<file path="src/rtl/parking_pkg.sv">
// Shared types and default sizing for the parking barrier controller.
package parking_pkg;

   typedef enum logic [1:0] {
      IDLE  = 2'd0,
      OPEN  = 2'd1,
      CLOSE = 2'd2
   } gate_state_t;

   typedef enum logic {
      LANE_ENTRY = 1'b0,
      LANE_EXIT  = 1'b1
   } lane_t;

   localparam int DEF_CAPACITY    = 8;
   localparam int DEF_CNT_W       = 4;
   localparam int DEF_OPEN_TICKS  = 20;
   localparam int DEF_CLOSE_TICKS = 4;
   localparam int DEF_TICK_W      = 5;

endpackage

</file>
<file path="src/rtl/gate_arbiter.sv">
// Two-way round-robin between the entry and exit lanes.
// When both lanes are eligible the lane opposite the last one served wins.
module gate_arbiter
   import parking_pkg::*;
(
   input  logic  elig_entry,
   input  logic  elig_exit,
   input  lane_t last_served,
   output logic  grant_valid,
   output logic  grant_exit
);

   logic both;

   assign both        = elig_entry && elig_exit;
   assign grant_valid = elig_entry || elig_exit;
   assign grant_exit  = both ? (last_served == LANE_ENTRY) : elig_exit;

endmodule

</file>
<file path="src/rtl/parking_gate_ctrl.sv">
// Parking barrier sequencer: request latching, round-robin grant, gate
// open/close timing on the 2 Hz tick, and lot occupancy tracking.
//
//   state | meaning
//   ------+-------------------------------------------------------------
//   IDLE  | barrier down, waiting for an eligible pending request
//   OPEN  | barrier up, waiting for car_passed or OPEN_TICKS ticks
//   CLOSE | barrier down, guard time of CLOSE_TICKS ticks before next grant
module parking_gate_ctrl
   import parking_pkg::*;
#(
   parameter int CAPACITY    = DEF_CAPACITY,
   parameter int CNT_W       = DEF_CNT_W,
   parameter int OPEN_TICKS  = DEF_OPEN_TICKS,
   parameter int CLOSE_TICKS = DEF_CLOSE_TICKS,
   parameter int TICK_W      = DEF_TICK_W
) (
   input  logic             clk_40MHz,
   input  logic             reset_n,
   input  logic             tick,
   input  logic             entry_req,
   input  logic             exit_req,
   input  logic             car_passed,
   output logic             door_trigger,
   output logic             gate_open,
   output logic             dir_exit,
   output logic [CNT_W-1:0] occupancy,
   output logic             full,
   output logic             timeout,
   output logic             reject
);

   gate_state_t       state;
   logic [TICK_W-1:0] tcnt;
   lane_t             last_served;
   logic              entry_pend;
   logic              exit_pend;
   logic              empty;
   logic              elig_entry;
   logic              elig_exit;
   logic              grant_valid;
   logic              grant_exit;
   logic              grant_now;
   logic              tick_last;

   assign full       = (occupancy == CNT_W'(CAPACITY));
   assign empty      = (occupancy == '0);
   assign elig_entry = entry_pend && !full;
   assign elig_exit  = exit_pend && !empty;
   assign grant_now  = (state == IDLE) && grant_valid;
   // Treat 0 like 1 so a corrupted counter can never stall the gate.
   assign tick_last  = (tcnt <= TICK_W'(1));

   gate_arbiter u_arbiter (
      .elig_entry  (elig_entry),
      .elig_exit   (elig_exit),
      .last_served (last_served),
      .grant_valid (grant_valid),
      .grant_exit  (grant_exit)
   );

   // Latch lane requests; refuse entry when full and exit when empty.
   // A request on a lane whose flag is already set is absorbed silently.
   always_ff @(posedge clk_40MHz) begin
      if (!reset_n) begin
         entry_pend <= 1'b0;
         exit_pend  <= 1'b0;
         reject     <= 1'b0;
      end else begin
         reject <= (entry_req && !entry_pend && full) ||
                   (exit_req  && !exit_pend  && empty);
         if (grant_now && !grant_exit)
            entry_pend <= 1'b0;
         else if (entry_req && !full)
            entry_pend <= 1'b1;
         if (grant_now && grant_exit)
            exit_pend <= 1'b0;
         else if (exit_req && !empty)
            exit_pend <= 1'b1;
      end
   end

   // Gate FSM with tick down-counter and saturating occupancy counter.
   always_ff @(posedge clk_40MHz) begin
      if (!reset_n) begin
         state        <= IDLE;
         tcnt         <= '0;
         last_served  <= LANE_EXIT;
         occupancy    <= '0;
         dir_exit     <= 1'b0;
         gate_open    <= 1'b0;
         door_trigger <= 1'b0;
         timeout      <= 1'b0;
      end else begin
         door_trigger <= 1'b0;
         timeout      <= 1'b0;
         case (state)
            IDLE: begin
               if (grant_valid) begin
                  state        <= OPEN;
                  tcnt         <= TICK_W'(OPEN_TICKS);
                  dir_exit     <= grant_exit;
                  last_served  <= grant_exit ? LANE_EXIT : LANE_ENTRY;
                  gate_open    <= 1'b1;
                  door_trigger <= 1'b1;
               end
            end
            OPEN: begin
               if (car_passed) begin
                  if (!dir_exit) begin
                     if (!full)
                        occupancy <= occupancy + CNT_W'(1);
                  end else if (!empty) begin
                     occupancy <= occupancy - CNT_W'(1);
                  end
                  state     <= CLOSE;
                  tcnt      <= TICK_W'(CLOSE_TICKS);
                  gate_open <= 1'b0;
               end else if (tick) begin
                  if (tick_last) begin
                     state     <= CLOSE;
                     tcnt      <= TICK_W'(CLOSE_TICKS);
                     gate_open <= 1'b0;
                     timeout   <= 1'b1;
                  end else begin
                     tcnt <= tcnt - TICK_W'(1);
                  end
               end
            end
            CLOSE: begin
               if (tick) begin
                  if (tick_last) begin
                     state <= IDLE;
                     tcnt  <= '0;
                  end else begin
                     tcnt <= tcnt - TICK_W'(1);
                  end
               end
            end
            default: begin
               state     <= IDLE;
               gate_open <= 1'b0;
            end
         endcase
      end
   end

endmodule
</file>
<file path="config.mk">
export PLATFORM = sky130hd
export DESIGN_NAME = parking_gate_ctrl
export DESIGN_NICKNAME = d
export VERILOG_FILES = /design/src/rtl/parking_pkg.sv /design/src/rtl/gate_arbiter.sv /design/src/rtl/parking_gate_ctrl.sv
export SDC_FILE = /design/constraint.sdc
export NUM_CORES = 1
export LEC_CHECK = 0
export CORE_ASPECT_RATIO = 1.2
export CORE_MARGIN = 3
export CORE_UTILIZATION = 58
export DETAILED_ROUTE_END_ITERATION = 8
export GPL_TIMING_DRIVEN = 1
export PLACE_DENSITY = 0.83
export SLEW_MARGIN = 15
export SYNTH_ARGS = -nofsm -noshare
export SYNTH_HDL_FRONTEND = slang
export SYNTH_SLANG_ARGS = --single-unit
</file>
<file path="constraint.sdc">
create_clock -name clk_40MHz -period 4.9 [get_ports clk_40MHz]
set_clock_uncertainty 0.1 [all_clocks]
set_input_delay 0.49 -clock clk_40MHz [delete_from_list [all_inputs] [get_ports clk_40MHz]]
set_output_delay 0.49 -clock clk_40MHz [all_outputs]
set_load 0.01 [all_outputs]
</file>
==> results.yml, run 1 <==
outcome:
  status: "complete, no violations"
routing:
  final_antenna_net_count: 0
  dr_total_vias: 1160
  wire_per_inst_um: 15.3
  detail_route.drc_violations: 0
  post_drt_via_cell_ratio: 6.41
  totalWireLength_um: 2770
  drt_iter0_drc: 46
  drtPass1Iterations: 4
global_routing:
  grt_usage_pct: 22.3
  overflow: 0
  grt_pass1_vias: 1079
  grt_antenna_before_repair: 0
  grt_max_degree: 16
  grt_pass1_wl_um: 4510
cts:
  h-tree-depth: 1
  cts_tree: "built"
  cts.sinks: 19
  clock-root-buffer: "clkbuf_4"
  cts-buffers-inserted: 3
  insertion_delay_ns: 0.30
  cts_max_path_buffers: 2
  cts.clk_slew.worst_paths_ns: 0.11
  ctsHoldBuffers: 0
  cts.repair.resized: 0
  post_cts_buffers: 0
pwr:
  ir_worst_vdd_v: 0.000212
  sw_frac_of_total_pct: 33.1
  p_leak_nw: 0.544
  internal_power_w: 0.000238
  p_comb_share_pct: 27.0
  clockPowerShare_pct: 23.2
  p_per_area_nw_per_um2: 254
  pwr-share-seq_pct: 49.8
  p_switching_w: 0.000118
synthesis:
  synthXorXnorAreaFrac_pct: 2.15
  synth_top_family_by_area: "compound AO/OA/AOI/OAI gates"
  async_flop_share_pct: 0
  synth_simple_gate_area_share_pct: 20.6
  synthCells: 148
  synth_area_um2: 1220
  yosysSeqAreaShare_pct: 31.1
  synth_top_cell_by_area: "dfxtp_1"
  synth_compound_gate_area_share_pct: 27.6
  ys.flop_type: "dfxtp_1"
  synth_top_area_share_pct: 31.1
  synth.distinct_cells: 46
  synth_fa_ha_area_share_pct: 9.83
  synth.top_cells.by_area: "dfxtp_1, ha_1, inv_1"
  synth-seq-cells: 19
  synth.avg_cell_area_um2: 8.26
  synth_edf_count: 0
  synthesis.nets: 163
  yosysWarnings: 0
  synthMuxAreaShare_pct: 2.46
setup_path:
  endpoint_kind: "output pin"
  cp_max_fo: 12
  path_class: "flop to output pin"
  required_ns: 4.31
  cp-start-kind: "flop"
  cp.arrival_ns: 2.07
die:
  core_area_um2: 1910
  rows: 17
  die_w_um: 47.9
  ios: 16
  die_area_um2: 2700
  initial_core_util_pct: 63.9
  die_height_um: 56.3
sta:
  hold-worst-slack_ns: 0.395
  worstMarginPinSlew_ns: 0.592
  setup_viol: 0
  fin_crit_ns: 2.66
  max_freq_mhz: 377
  relSlewSlack_pct: 60.2
  post-route-period-util_pct: 54.2
  final_max_slew_viol_count: 0
  fin_tns_setup_ns: 0
  finalHoldViolCount: 0
  rsz0062_at_grt: "no"
final_layout:
  syn_to_final_growth_pct: 14.7
  final_area_um2: 1400
  n_fill_cell: 164
  final_cell_mix: "dfxtp_1, inv_1, clkdlybuf4s50_1"
  drive_above_1_share_pct: 4.32
  layout_commonest_cell: "dfxtp_1"
  final_net_count: 178
  antennaDiodeCount: 0
hold_path:
  min_path_type: "flop to flop"
placed_design:
  numPortBuffers: 15
  gp_congestion: 0.841
  place_area_um2: 1380
  hpwl_um: 2070
job:
  cap_violations: 0
==> cells by family after synthesis <==
kind of cell    Yosys count
xor+xnor                  3
simple gates             49
flops                    19
compound gates           45
buf+inv                  20
mux                       3
fa+ha+maj                 9
==> power groups by stage <==
stage / Clock [W] / Sequential, W / Combinational (W)
after floorplan: 0 / 0.000178 / 0.0000661
after global placement: 0 / 0.000180 / 0.0000911
after detailed placement: 0 / 0.000181 / 0.0000937
after CTS: 0.0000824 / 0.000177 / 0.0000942
after global routing: 0.0000880 / 0.000179 / 0.000104
final: 0.0000824 / 0.000177 / 0.0000960
==> per-layer routing <==
metal  GRT usage [%]  vias up  share of wire [%]
met5               0        -                  0
met4            11.5        0                2.3
met3            1.92        7                6.9
met2            35.3       58                 47
met1            28.7      521                 43
li1                -      574                  -
==> flip-flops by register name (all words and copies together), names as in the netlist <==
register	count
last_served	1
tcnt	5
dir_exit	1
door_trigger	1
timeout	1
occupancy	4
entry_pend	1
exit_pend	1
reject	1
state	2
gate_open	1
==> synthesized netlist by cell type, types with 2 or more instances <==
cell type  count
inv_1         15
nor3_1         5
a21o_1         4
nand3_1        4
o31ai_1        3
nand2_1       13
a21oi_1       11
o2111ai_1      3
nand4b_1       2
a221oi_1       3
o21ai_0        3
nor2_1        14
xnor2_1        2
a211oi_1       2
mux2i_1        3
nand4_1        2
ha_1           8
a32oi_1        2
dfxtp_1       19
clkbuf_1       4
==> area by class of cell <==
cell class                      count  area, µm²  area share (%)
Clock buffer                        4       26.3            1.87
Inverter                           15       56.3            4.01
Tap cell                           19       23.8            1.69
Sequential cell                    19        380            27.1
Timing Repair Buffer               15        150            10.7
Multi-Input combinational cell    109        766            54.6
==> path summary, 6_finish.rpt <==
path	from	endpoint	slack, ns	cells past startpoint
setup reg to reg	tcnt[1]$_SDFFE_PN0P_	tcnt[1]$_SDFFE_PN0P_	2.84	6
hold / removal	gate_open$_SDFFE_PN0P_	gate_open$_SDFFE_PN0P_	0.39	1
setup / recovery	occupancy[3]$_SDFFE_PN0P_	full	2.24	3
hold reg to reg	gate_open$_SDFFE_PN0P_	gate_open$_SDFFE_PN0P_	0.39	1
==> stage by stage <==
| step | utilization, % | power (W) | setup WS, ns | std cells |
|---|---|---|---|---|
| after floorplan | - | 0.000244 | 3.16 | 148 |
| after global placement | 71.9 | 0.000271 | 2.65 | 177 |
| after detailed placement | 71.9 | 0.000274 | 2.59 | 177 |
| after CTS | 73.3 | 0.000354 | 2.24 | 181 |
| after global routing | 73.3 | 0.000372 | 2.16 | 181 |
| final | 73.3 | 0.000356 | 2.24 | 181 |
==> worst max-delay path, stage by stage (launching register included) <==
cell and delay (ns):
dfxtp_1 0.57, or4b_4 0.56, inv_1 0.10, clkdlybuf4s50_1 0.54
No activity file was read; power rests on OpenSTA's default activity.
==> run 2, diff against run 1 <==
--- a/config.mk
+++ b/config.mk
@@ -7,10 +7,10 @@
 export LEC_CHECK = 0
 export CORE_ASPECT_RATIO = 1.2
 export CORE_MARGIN = 3
-export CORE_UTILIZATION = 58
+export CORE_UTILIZATION = 49
 export DETAILED_ROUTE_END_ITERATION = 8
 export GPL_TIMING_DRIVEN = 1
-export PLACE_DENSITY = 0.83
+export PLACE_DENSITY = 0.75
 export SLEW_MARGIN = 15
 export SYNTH_ARGS = -nofsm -noshare
 export SYNTH_HDL_FRONTEND = slang
==> constraint.sdc (replaced) <==
create_clock -name clk_40MHz -period 2.3 [get_ports clk_40MHz]
set_clock_uncertainty 0.1 [all_clocks]
set_input_delay 0.23 -clock clk_40MHz [delete_from_list [all_inputs] [get_ports clk_40MHz]]
set_output_delay 0.23 -clock clk_40MHz [all_outputs]
set_load 0.01 [all_outputs]
==> run 2 against run 1 <==
Cell count grew 8.8%. Via count grew 2.3%. Power grew 110%. Worst hold slack lost 0.016 ns. First-iteration DRC count shrank 43%. Global-route usage shrank 0.86 points. Sequential power grew 110%. Routed wire length grew 5.4%. Critical path depth is the same. Critical endpoint unchanged. Largest cell class unchanged.
==> results.yml, run 2 (same netlist as run 1, synthesis figures left out) <==
outcome:
  status: "complete, no violations"
hold_path:
  hold_path_end: "gate_open$_SDFFE_PN0P_"
  min_path_type: "flop to flop"
  whs_path_depth: 1
  min-delay-start: "gate_open$_SDFFE_PN0P_"
routing:
  wl_met3_um: 140
  wl_met1_um: 1210
  dr_total_vias: 1187
  wire_per_inst_um: 14.8
  drt_iter0_drc: 26
  drtPass1Iterations: 4
  detail_route.drc_violations: 0
  totalWireLength_um: 2920
  post_drt_via_cell_ratio: 6.03
  highest_layer: "met4"
  wl_met2_um: 1500
  final_antenna_net_count: 0
final_layout:
  drive_above_1_share_pct: 7.83
  layout_commonest_cell: "dfxtp_1"
  antennaDiodeCount: 0
  final_cell_mix: "dfxtp_1, inv_1, clkdlybuf4s50_1"
  final_cells: 197
  utilization_pct: 62.2
  final_net_count: 182
  n_fill_cell: 236
  final_area_um2: 1450
  syn_to_final_growth_pct: 18.6
  largest_reg_flops: 5
  top_register: "tcnt"
  reg.largest.list: "tcnt: 5 flops, occupancy: 4 flops, state: 2 flops"
placed_design:
  hpwl_um: 2170
  gp_congestion: 0.925
  placedCellCount: 193
  numPortBuffers: 15
  place_area_um2: 1420
sta:
  worstMarginPinSlew_ns: 0.612
  max_freq_mhz: 449
  finalHoldViolCount: 0
  final_max_slew_viol_count: 0
  setup_viol: 0
  relSlewSlack_pct: 59.2
  post-route-period-util_pct: 96.7
  rsz0062_at_grt: "no"
  fin_crit_ns: 2.22
  hold-worst-slack_ns: 0.379
  fin_tns_setup_ns: 0
cts:
  post_cts_buffers: 0
  cts_tree: "built"
  insertion_delay_ns: 0.30
  cts.sinks: 19
  cts.clk_slew.worst_paths_ns: 0.12
  h-tree-depth: 1
  cts-buffers-inserted: 3
  ctsHoldBuffers: 0
  clock-root-buffer: "clkbuf_4"
  cts_max_path_buffers: 2
setup_path:
  endpoint_kind: "output pin"
  cp_max_fo: 7
  path_class: "flop to output pin"
  reg2reg_from: "tcnt[1]$_SDFFE_PN0P_"
  r2r_end: "tcnt[1]$_SDFFE_PN0P_"
  required_ns: 1.97
  cp-start-kind: "flop"
  rr_worst_depth: 6
  rrSetupSlack_ns: 0.23
  cp.arrival_ns: 1.89
pwr:
  p_leak_nw: 0.566
  p_per_area_nw_per_um2: 527
  ir_worst_vdd_v: 0.000315
die:
  die_w_um: 51.6
  die_area_um2: 3130
  die_height_um: 60.7
  rows: 19
  core_area_um2: 2330
  ios: 16
  initial_core_util_pct: 52.5
global_routing:
  grt_max_degree: 16
  grt_pass1_wl_um: 5030
  grt_antenna_before_repair: 0
  grt_usage_pct: 21.5
  grt_pass1_vias: 1137
  overflow: 0
job:
  cap_violations: 0
==> run 2: cell types whose count changed in the layout (fill, tap and decap cells not counted), sizes merged <==
cell / before / now
buf: 0 / 4
clkinv: 0 / 1
clkbuf: 4 / 3
==> run 2: metrics by stage <==
| step | worst slack, ns | power [W] |
|---|---|---|
| CTS | 0.0301 | 0.000770 |
| finish | 0.0753 | 0.000764 |
| global placement | 0.374 | 0.000590 |
| floorplan | 0.556 | 0.000520 |
| detailed placement | 0.330 | 0.000595 |
| global route | 0.00685 | 0.000813 |
==> run 2: report_power, final <==
| part | switching [W] | internal, W | total, W |
|---|---|---|---|
| logic | 0.000120 | 0.0000966 | 0.000216 |
| registers | 0.0000233 | 0.000350 | 0.000373 |
| clock network | 0.000109 | 0.0000648 | 0.000174 |
==> run 2: per-layer routing <==
metal,GRT usage [%],vias up
li1,-,580
met1,24.2,560
met2,39.6,37
met3,2.95,10
met4,10.5,0
met5,0,-
==> run 2: final cells by class <==
| cell class | instances | area, µm² | share of cell area [%] |
|---|---|---|---|
| well taps | 31 | 38.8 | 2.67 |
| inverters | 15 | 56.3 | 3.88 |
| flip-flops and latches | 19 | 382 | 26.3 |
| repair buffers | 19 | 180 | 12.4 |
| clock inverters | 1 | 5.00 | 0.345 |
| multi-input cells | 109 | 766 | 52.8 |
| clock buffers | 3 | 22.5 | 1.55 |
==> run 2: how the worst max path moves through the flow <==
stage / startpoint / end / slack (ns) / cells after the start
3_5_place_dp: car_passed / tcnt[0]$_SDFFE_PN0P_ / 0.33 / 5
5_1_grt: occupancy[2]$_SDFFE_PN0P_ / full / 0.007 / 3
2_1_floorplan: state[1]$_SDFFE_PN0P_ / tcnt[2]$_SDFFE_PN0P_ / 0.56 / 7
4_1_cts: occupancy[1]$_SDFFE_PN0P_ / full / 0.03 / 3
6_report: occupancy[1]$_SDFFE_PN0P_ / full / 0.08 / 3
3_3_place_gp: car_passed / tcnt[1]$_SDFFE_PN0P_ / 0.37 / 5
==> run 2: worst max-delay path, cell delays in order (launching register included) <==
cell and delay [ns]:
dfxtp_2 0.38, or4b_4 0.58, inv_1 0.10, clkdlybuf4s50_1 0.53
==> run 2: what timing repair did <==
action	in CTS	in global routing
gates resized for setup	0	1
endpoints found under the setup margin	0	1
endpoints found under the hold margin	0	0
==> run 3, diff against run 2 <==
--- a/config.mk
+++ b/config.mk
@@ -5,12 +5,13 @@
 export SDC_FILE = /design/constraint.sdc
 export NUM_CORES = 1
 export LEC_CHECK = 0
+export ABC_AREA = 1
 export CORE_ASPECT_RATIO = 1.2
 export CORE_MARGIN = 3
-export CORE_UTILIZATION = 49
+export CORE_UTILIZATION = 45
 export DETAILED_ROUTE_END_ITERATION = 8
 export GPL_TIMING_DRIVEN = 1
-export PLACE_DENSITY = 0.75
+export PLACE_DENSITY = 0.71
 export SLEW_MARGIN = 15
 export SYNTH_ARGS = -nofsm -noshare
 export SYNTH_HDL_FRONTEND = slang
==> constraint.sdc (replaced) <==
create_clock -name clk_40MHz -period 2.3 [get_ports clk_40MHz]
set_clock_uncertainty 0.1 [all_clocks]
set_input_delay 0.345 -clock clk_40MHz [delete_from_list [all_inputs] [get_ports clk_40MHz]]
set_output_delay 0.345 -clock clk_40MHz [all_outputs]
set_load 0.01 [all_outputs]
==> run 3 against run 2 <==
Clock-buffer cell count did not move. Worst setup slack better by 0.18 ns. Sequential share of layout area is 2.5 points higher.
==> results.yml, run 3 <==
final_layout:
  final_net_count: 187
  top_register: "tcnt"
  syn_to_final_growth_pct: 20.0
  largest_reg_flops: 5
  reg.largest.list: "tcnt: 5 flops, occupancy: 4 flops, state: 2 flops"
  layout_commonest_cell: "nand2_1"
  multiInputGateArea_um2: 626
  n_fill_cell: 244
  drive_above_1_share_pct: 8.19
  antennaDiodeCount: 0
  final_cell_mix: "nand2_1, inv_1, dfxtp_1"
  regArea_um2: 380
pwr:
  p_leak_nw: 0.609
  p_per_area_nw_per_um2: 1160
  ir_worst_vdd_v: 0.000699
hold_path:
  min_path_type: "flop to flop"
  min-delay-start: "last_served$_SDFFE_PN1P_"
  whs_path_depth: 2
  hold_path_end: "last_served$_SDFFE_PN1P_"
die:
  die_w_um: 51.1
  initial_core_util_pct: 47.7
  rows: 19
  die_height_um: 60.2
  die_area_um2: 3080
  core_area_um2: 2310
  ios: 16
cts:
  insertion_delay_ns: 0.29
  cts.clk_slew.worst_paths_ns: 0.11
  cts_max_path_buffers: 2
  ctsHoldBuffers: 0
  h-tree-depth: 1
  cts.sinks: 19
  cts.repair.resized: 0
  post_cts_buffers: 0
  cts_tree: "built"
  clock-root-buffer: "clkbuf_4"
  cts-buffers-inserted: 3
synthesis:
  synth.avg_cell_area_um2: 7.24
  yosysWarnings: 0
  synth_top_cell_by_area: "dfxtp_1"
  ys.flop_type: "dfxtp_1"
  async_flop_share_pct: 0
  yosys-top-cells-count: "nand2_1, inv_1, dfxtp_1, nor2_1, a21oi_1"
  yosysSeqAreaShare_pct: 34.6
  synth.most_common_cell: "nand2_1"
  synthCells: 152
  synth_area_um2: 1100
  synth_top_area_share_pct: 34.6
  synth_edf_count: 0
  synthesis.nets: 167
  synth.top_cells.by_area: "dfxtp_1, nand2_1, ha_1"
  synth-seq-cells: 19
  synth.distinct_cells: 24
routing:
  drtPass1Iterations: 4
  final_antenna_net_count: 0
  detail_route.drc_violations: 0
  drt_iter0_drc: 49
  wire_per_inst_um: 11.0
  dr_total_vias: 995
  totalWireLength_um: 2220
  post_drt_via_cell_ratio: 4.93
global_routing:
  grt_antenna_before_repair: 0
  overflow: 0
  grt_pass1_wl_um: 3970
  grt_usage_pct: 17.0
  grt_max_degree: 12
  grt_pass1_vias: 997
sta:
  rsz0062_at_grt: "no"
  post-route-period-util_pct: 88.8
  setup_viol: 0
  fin_tns_setup_ns: 0
  fin_crit_ns: 2.04
  relSlewSlack_pct: 76.9
  layout_setup_ws_ns: 0.257
  worstMarginPinSlew_ns: 0.346
  final_max_slew_viol_count: 0
  max_freq_mhz: 490
  finalHoldViolCount: 0
setup_path:
  endpoint_kind: "output pin"
  cp_max_fo: 5
  slowest_delay_ns: 0.53
  rrSetupSlack_ns: 0.56
  reg2reg_from: "state[1]$_SDFFE_PN0P_"
  path_class: "flop to output pin"
  required_ns: 1.86
  rr_worst_depth: 9
  cp.arrival_ns: 1.60
  cp-start-kind: "flop"
  worstPathCellList: "nor2_2 -> nand2_1 -> inv_1 -> clkdlybuf4s50_1"
  r2r_end: "gate_open$_SDFFE_PN0P_"
  critPathSlowestCell: "clkdlybuf4s50_1"
placed_design:
  gp_congestion: 0.844
  numPortBuffers: 15
  hpwl_um: 1820
  place_ws_ns: 0.427
job:
  cap_violations: 0
outcome:
  status: "complete, no violations"
==> run 3: worst max-delay path, delay by kind of cell (launching register included) <==
family / cells / cell delay, ns
buf+inv: 2 / 0.61
flops: 1 / 0.36
simple gates: 2 / 0.34
==> run 3: metal layers <==
layer	share of wire (%)	wire length, µm	track usage, %
met4	0.77	17	7.69
met3	3.6	79	2.49
met5	0	0	0
met1	43	942	18.0
met2	53	1180	32.6
==> run 3: worst max path at each step <==
| stage | from | to | slack (ns) | depth (start not counted) |
|---|---|---|---|---|
| after floorplan | state[1]$_SDFFE_PN0P_ | gate_open$_SDFFE_PN0P_ | 0.72 | 9 |
| after global placement | car_passed | tcnt[1]$_SDFFE_PN0P_ | 0.46 | 7 |
| after detailed placement | tick | tcnt[1]$_SDFFE_PN0P_ | 0.43 | 6 |
| after CTS | occupancy[1]$_SDFFE_PN0P_ | full | 0.22 | 4 |
| after global routing | occupancy[1]$_SDFFE_PN0P_ | full | 0.11 | 4 |
| final | occupancy[1]$_SDFFE_PN0P_ | full | 0.26 | 4 |
==> run 3: metrics by stage <==
| step | cells | total power (W) | hold WS [ns] | utilization [%] | cell area (µm²) |
|---|---|---|---|---|---|
| 3_3_place_gp | 198 | 0.00134 | 0.374 | 56.0 | 1290 |
| 4_1_cts | 202 | 0.00155 | 0.402 | 57.2 | 1320 |
| 5_1_grt | 202 | 0.00169 | 0.430 | 57.2 | 1320 |
| 3_5_place_dp | 198 | 0.00137 | 0.373 | 56.0 | 1290 |
| 6_report | 202 | 0.00153 | 0.392 | 57.2 | 1320 |
| 2_1_floorplan | 152 | 0.00114 | 0.343 | - | 1100 |
==> run 3: logic make-up (layout without fill, tap and decap cells) <==
kind of cell | Yosys count | count (layout) | synth area share (%)
and+or+nand+nor | 67 | 67 | 27.8
AOI/OAI and AO/OA | 27 | 27 | 14.2
buffers and inverters | 25 | 44 | 8.53
DFF | 19 | 19 | 34.6
adders and majority gates | 9 | 9 | 10.9
xor gates and xnor gates | 5 | 5 | 3.98
==> run 3: layout make-up <==
type | instances | area share [%]
flip-flops and latches | 19 | 28.8
repair buffers | 16 | 11.9
well taps | 31 | 2.94
inverters | 24 | 6.82
clock buffers | 3 | 1.71
clock inverters | 1 | 0.379
multi-input cells | 108 | 47.4
==> run 3: report_power, final <==
| part | internal, W | switching [W] |
|---|---|---|
| sequential | 0.000429 | 0.0000877 |
| combinational | 0.000347 | 0.000496 |
| clock | 0.0000646 | 0.000103 |
